**src/rtl/data_mem_controller.sv**
```systemverilog
// Round-robin arbiter that funnels per-consumer read/write requests onto one
// external memory port, serving one transaction at a time.
module data_mem_controller #(
    parameter int ADDR_BITS     = 8,
    parameter int DATA_BITS     = 8,
    parameter int NUM_CONSUMERS = 4,
    parameter int WRITE_ENABLE  = 1
) (
    input  logic                               clk,
    input  logic                               reset,
    input  logic [NUM_CONSUMERS-1:0]           consumer_read_valid,
    input  logic [NUM_CONSUMERS*ADDR_BITS-1:0] consumer_read_address,
    output logic [NUM_CONSUMERS-1:0]           consumer_read_ready,
    output logic [NUM_CONSUMERS*DATA_BITS-1:0] consumer_read_data,
    input  logic [NUM_CONSUMERS-1:0]           consumer_write_valid,
    input  logic [NUM_CONSUMERS*ADDR_BITS-1:0] consumer_write_address,
    input  logic [NUM_CONSUMERS*DATA_BITS-1:0] consumer_write_data,
    output logic [NUM_CONSUMERS-1:0]           consumer_write_ready,
    output logic                               mem_read_valid,
    output logic [ADDR_BITS-1:0]               mem_read_address,
    input  logic                               mem_read_ready,
    input  logic [DATA_BITS-1:0]               mem_read_data,
    output logic                               mem_write_valid,
    output logic [ADDR_BITS-1:0]               mem_write_address,
    output logic [DATA_BITS-1:0]               mem_write_data,
    input  logic                               mem_write_ready
);

    localparam int PTR_W = (NUM_CONSUMERS > 1) ? $clog2(NUM_CONSUMERS) : 1;

    localparam logic [1:0] S_IDLE       = 2'd0;
    localparam logic [1:0] S_READ_WAIT  = 2'd1;
    localparam logic [1:0] S_WRITE_WAIT = 2'd2;
    localparam logic [1:0] S_RELAY      = 2'd3;

    // Handshake: a requester holds valid (with stable address/data) until it
    // sees ready; ready then stays high until the requester drops valid.
    // Toward memory, mem_*_valid and its payload stay fixed until mem_*_ready.

    logic [1:0]                         state_q, state_d;
    logic [PTR_W-1:0]                   rr_ptr_q, rr_ptr_d;
    logic [PTR_W-1:0]                   grant_q, grant_d;
    logic                               is_write_q, is_write_d;
    logic                               mem_read_valid_q, mem_read_valid_d;
    logic [ADDR_BITS-1:0]               mem_read_address_q, mem_read_address_d;
    logic                               mem_write_valid_q, mem_write_valid_d;
    logic [ADDR_BITS-1:0]               mem_write_address_q, mem_write_address_d;
    logic [DATA_BITS-1:0]               mem_write_data_q, mem_write_data_d;
    logic [NUM_CONSUMERS-1:0]           read_ready_q, read_ready_d;
    logic [NUM_CONSUMERS-1:0]           write_ready_q, write_ready_d;
    logic [NUM_CONSUMERS*DATA_BITS-1:0] read_data_q, read_data_d;

    logic [NUM_CONSUMERS-1:0] write_req;
    logic                     found;
    logic [PTR_W-1:0]         pick;
    logic                     pick_write;
    logic                     req_held;

    assign write_req = (WRITE_ENABLE != 0) ? consumer_write_valid : '0;

    // Rotating priority scan starting at rr_ptr_q; reads win over writes.
    always_comb begin : scan
        int idx;
        found      = 1'b0;
        pick       = '0;
        pick_write = 1'b0;
        idx        = 0;
        for (int i = 0; i < NUM_CONSUMERS; i++) begin
            idx = int'(rr_ptr_q) + i;
            if (idx >= NUM_CONSUMERS) begin
                idx = idx - NUM_CONSUMERS;
            end
            if (!found && (consumer_read_valid[idx[PTR_W-1:0]] || write_req[idx[PTR_W-1:0]])) begin
                found      = 1'b1;
                pick       = idx[PTR_W-1:0];
                pick_write = !consumer_read_valid[idx[PTR_W-1:0]];
            end
        end
    end

    assign req_held = is_write_q ? write_req[grant_q] : consumer_read_valid[grant_q];

    always_comb begin
        state_d             = state_q;
        rr_ptr_d            = rr_ptr_q;
        grant_d             = grant_q;
        is_write_d          = is_write_q;
        mem_read_valid_d    = mem_read_valid_q;
        mem_read_address_d  = mem_read_address_q;
        mem_write_valid_d   = mem_write_valid_q;
        mem_write_address_d = mem_write_address_q;
        mem_write_data_d    = mem_write_data_q;
        read_ready_d        = read_ready_q;
        write_ready_d       = write_ready_q;
        read_data_d         = read_data_q;
        case (state_q)
            S_IDLE: begin
                if (found) begin
                    grant_d    = pick;
                    is_write_d = pick_write;
                    if (pick_write) begin
                        mem_write_valid_d   = 1'b1;
                        mem_write_address_d = consumer_write_address[int'(pick)*ADDR_BITS +: ADDR_BITS];
                        mem_write_data_d    = consumer_write_data[int'(pick)*DATA_BITS +: DATA_BITS];
                        state_d             = S_WRITE_WAIT;
                    end else begin
                        mem_read_valid_d   = 1'b1;
                        mem_read_address_d = consumer_read_address[int'(pick)*ADDR_BITS +: ADDR_BITS];
                        state_d            = S_READ_WAIT;
                    end
                end
            end
            S_READ_WAIT: begin
                if (mem_read_ready) begin
                    mem_read_valid_d                                  = 1'b0;
                    read_data_d[int'(grant_q)*DATA_BITS +: DATA_BITS] = mem_read_data;
                    read_ready_d[grant_q]                             = 1'b1;
                    state_d                                           = S_RELAY;
                end
            end
            S_WRITE_WAIT: begin
                if (mem_write_ready) begin
                    mem_write_valid_d      = 1'b0;
                    write_ready_d[grant_q] = 1'b1;
                    state_d                = S_RELAY;
                end
            end
            S_RELAY: begin
                // A requester that already dropped valid still gets a one-cycle pulse.
                if (!req_held) begin
                    read_ready_d[grant_q]  = 1'b0;
                    write_ready_d[grant_q] = 1'b0;
                    rr_ptr_d               = (int'(grant_q) == NUM_CONSUMERS - 1) ? '0 : grant_q + 1'b1;
                    state_d                = S_IDLE;
                end
            end
            default: state_d = S_IDLE;
        endcase
    end

    always_ff @(posedge clk) begin
        if (reset) begin
            state_q             <= S_IDLE;
            rr_ptr_q            <= '0;
            grant_q             <= '0;
            is_write_q          <= 1'b0;
            mem_read_valid_q    <= 1'b0;
            mem_read_address_q  <= '0;
            mem_write_valid_q   <= 1'b0;
            mem_write_address_q <= '0;
            mem_write_data_q    <= '0;
            read_ready_q        <= '0;
            write_ready_q       <= '0;
            read_data_q         <= '0;
        end else begin
            state_q             <= state_d;
            rr_ptr_q            <= rr_ptr_d;
            grant_q             <= grant_d;
            is_write_q          <= is_write_d;
            mem_read_valid_q    <= mem_read_valid_d;
            mem_read_address_q  <= mem_read_address_d;
            mem_write_valid_q   <= mem_write_valid_d;
            mem_write_address_q <= mem_write_address_d;
            mem_write_data_q    <= mem_write_data_d;
            read_ready_q        <= read_ready_d;
            write_ready_q       <= write_ready_d;
            read_data_q         <= read_data_d;
        end
    end

    assign consumer_read_ready  = read_ready_q;
    assign consumer_read_data   = read_data_q;
    assign mem_read_valid       = mem_read_valid_q;
    assign mem_read_address     = mem_read_address_q;
    assign consumer_write_ready = (WRITE_ENABLE != 0) ? write_ready_q : '0;
    assign mem_write_valid      = (WRITE_ENABLE != 0) && mem_write_valid_q;
    assign mem_write_address    = (WRITE_ENABLE != 0) ? mem_write_address_q : '0;
    assign mem_write_data       = (WRITE_ENABLE != 0) ? mem_write_data_q : '0;

endmodule

```
**config.mk**
```make
export PLATFORM = sky130hd
export DESIGN_NAME = data_mem_controller
export DESIGN_NICKNAME = d
export VERILOG_FILES = /design/src/rtl/data_mem_controller.sv
export SDC_FILE = /design/constraint.sdc
export NUM_CORES = 1
export LEC_CHECK = 0
export BUFFER_PORTS_ARGS = -buffer_cell sky130_fd_sc_hd__buf_2
export CAP_MARGIN = 20
export CORE_UTILIZATION = 53
export DETAILED_ROUTE_END_ITERATION = 16
export GPL_TIMING_DRIVEN = 0
export PLACE_DENSITY = 0.95
export SLEW_MARGIN = 20
export SYNTH_ARGS = -nofsm -noshare
export SYNTH_HDL_FRONTEND = slang
export SYNTH_SLANG_ARGS = --single-unit
export TNS_END_PERCENT = 1
```
**constraint.sdc**
```tcl
create_clock -name clk -period 6.1 [get_ports clk]
set_input_delay 1.22 -clock clk [delete_from_list [all_inputs] [get_ports clk]]
set_output_delay 1.22 -clock clk [all_outputs]
set_load 0.01 [all_outputs]
```
==> reports/results.tsv <==
metric	value	unit
worst relative slew slack	41.7	%
post-synthesis sequential area ratio	32.9	%
Post-synth ARST share	0	%
CP cell instances	buf_2 > mux4_2 > nor2_2 > and3_1 > nand3b_1 > a21oi_1 > buf_2 > a22o_1	
post-route ant nets	0	
P_sw	0.709	mW
TritonCTS clock tree	done	
Via density	6.39	
unrepaired setup endpoints after global routing	no	
clk_lat worst skew	350	ps
Rows	33	
synthesized area per cell	9.95	µm²
CTS Sinks	73	
clk_skew	12.3	ps
PD cells	312	nW/µm²
Finished Cell Area	5710	µm²
top cell type's share of synthesized area	32.9	%
Finish-stage setup viols	0	
htree depth	3	
Unique masters post-synth	52	
Pint	1.07	mW
Starting Density	54.4	%
depth of the worst register-to-register path	8	
ant diodes	0	
f_max	0.292	GHz
Post-DP HPWL	10.7	mm
clock buffer depth	2	
Arr. time, crit path	3720	ps
Iter 0 DRT Violations	272	
Combinational Power Share	42.8	%
Die Ht	93.6	µm
critical path startpoint category	input pin	
Clock transition at path regs	90	ps
status	finished clean	
crit-path max FO	10	
hold slack	472	ps
total die area	8760	µm²
Min-Delay Path Class	flip-flop to flip-flop	
area leader, netlist	dfxtp_1	
Slowest cell on crit path	a21oi_1	
largest net degree at the start of global routing	16	
FF+latch count, synth	73	
Post-Syn Area	4450	µm²
Tmin final	3430	ps
fillers	640	
sequential power share	34.2	%
Buffers on Ports	179	
gpl congestion	0.880	
Cell Area, Placed	5490	µm²
I/O pin count	182	
CP endpoint kind	flip-flop	
Post CTS Setup Buffer Count	0	
total wire length	14.2	mm
Post-synth EDFFs	0	
Global Route Usage Sum	32.1	%
CTS Buf Count	9	
hold depth	1	
vias in the first global route	4606	
worst path required time	6390	ps
final core occ	69.8	%
CP peak stage delay	610	ps
syn nets	574	
Slew Limit Fails	0	
Finished Layout Cells	747	
Synth Flop Type	dfxtp_1	
Cells after DPL	731	
post-route setup TNS	0	ps
DR pass1 iterations	5	
grt ovf	0	
post_cts resized	0	
initial antenna violation count	0	
largest cells by area after synthesis	dfxtp_1 33%, mux2i_1 9.7%, a32o_1 5.4%	
cell mode on critical path	buf_2	
Yosys warning count	0	
period utilization	56.2	%
total vias in the final route	4777	
first-pass GRT wire length	22.1	mm
Hold Fails Final Rpt	0	
DR WL/cell	19.0	µm
Slew @ Worst Pin	867	ps
Pleak	2.50	nW
Die W	93.6	µm
max-cap violations	0	
hold_buf cts	0	
Layout area overhead	28.3	%
share of post-route cells with drive strength above 1	38.0	%
Peak VDD IR	0.208	mV
Setup Crit Path Kind	input pin to flip-flop	
Root Driver	clkbuf_8	
Sw Share	39.9	%
Placeable Area	8180	µm²
clock power share	23.0	%
DR DRC count	0	
nets@finish	764	
post-synthesis cell count	447	
[worst max-delay path, delay by kind of cell]
kind                   cells  cell delay [ps]
AO/OA/AOI/OAI              2              780
AND/OR/NAND/NOR            3              730
multiplexers               1              520
buffers and inverters      2              460
[stage by stage]
stage                     setup WS (ps)  total power [mW]
after floorplan                    2860              1.12
after global placement             2420              1.32
after detailed placement           2330              1.36
after CTS                          2700              1.77
after global routing               2490              1.87
final                              2670              1.78
[final cells by class]
class                           count  area (µm²)  share of cell area [%]
Multi-Input combinational cell    324        2760                    48.3
Sequential cell                    73        1460                    25.6
Timing Repair Buffer              179         896                    15.7
Buffer                             39         210                    3.68
Tap cell                          105         131                    2.30
Clock buffer                        9         124                    2.17
Clock inverter                      7        83.8                    1.47
Inverter                           11        41.3                   0.724
[cell usage after synthesis, types with 2 or more instances]
| master | n |
|---|---|
| a221o_1 | 2 |
| nor4_1 | 3 |
| clkbuf_1 | 24 |
| nand3b_1 | 3 |
| a211oi_1 | 2 |
| nor3b_1 | 24 |
| buf_2 | 8 |
| mux2_4 | 3 |
| a22o_1 | 16 |
| mux4_2 | 9 |
| a21oi_2 | 2 |
| ha_1 | 11 |
| mux2_2 | 5 |
| nor2_1 | 39 |
| o2bb2ai_1 | 8 |
| nand3_1 | 5 |
| a21oi_1 | 15 |
| nand2b_1 | 3 |
| a22oi_1 | 32 |
| dfxtp_1 | 73 |
| inv_1 | 11 |
| mux2i_1 | 43 |
| a41oi_1 | 24 |
| o21ai_0 | 2 |
| a311oi_1 | 10 |
| buf_6 | 4 |
| o22ai_1 | 2 |
| buf_4 | 2 |
| nor2_2 | 3 |
| nand2_1 | 14 |
| a32o_1 | 24 |
[logic make-up after synthesis]
logic type	share of synthesized area, %
AOI/OAI and AO/OA	28.0
and+or+nand+nor	13.1
DFF	32.9
muxes	17.1
buffers and inverters	5.66
adders and majority gates	3.10
xor gates and xnor gates	0.197
[path summary, 6_finish.rpt]
check,start,endpoint,slack (ps)
worst min-delay path,mem_read_address[5],mem_read_address[5],470
worst max-delay path,consumer_read_valid[0],mem_write_address[5],2670
worst min register to register,mem_read_address[5],mem_read_address[5],470
worst max register to register,rr_ptr_q[0],mem_write_address[5],3120
[power by group through the flow]
stage,clock network (mW),logic [mW],registers (mW)
2_1_floorplan,0,0.483,0.634
3_3_place_gp,0,0.704,0.612
3_5_place_dp,0,0.744,0.616
4_1_cts,0.412,0.748,0.607
5_1_grt,0.432,0.824,0.616
6_report,0.410,0.761,0.609
[cell usage in the layout (no fill, tap or decap), drive strengths merged, types with 2 or more instances in the layout]
cell	instances
nand3	5
nor4b	2
or2	2
ha	11
mux2	8
a22oi	33
a211oi	2
buf	194
a32o	24
o31ai	2
nand2	14
nand3b	3
a311oi	10
mux4	10
nor4	3
nor2	44
a21oi	17
clkbuf	33
dfxtp	73
a22o	16
a221o	2
o22ai	2
nand2b	3
o2bb2ai	8
o21ai	4
nor3b	24
a41oi	24
mux2i	43
inv	15
[per-layer routing]
layer / share of wire [%] / GRT usage (%)
met4: 3.3 / 16.0
met3: 8.1 / 6.59
met2: 51 / 57.7
met5: 0 / 0
met1: 38 / 35.8
No activity file was read; power rests on OpenSTA's default activity.
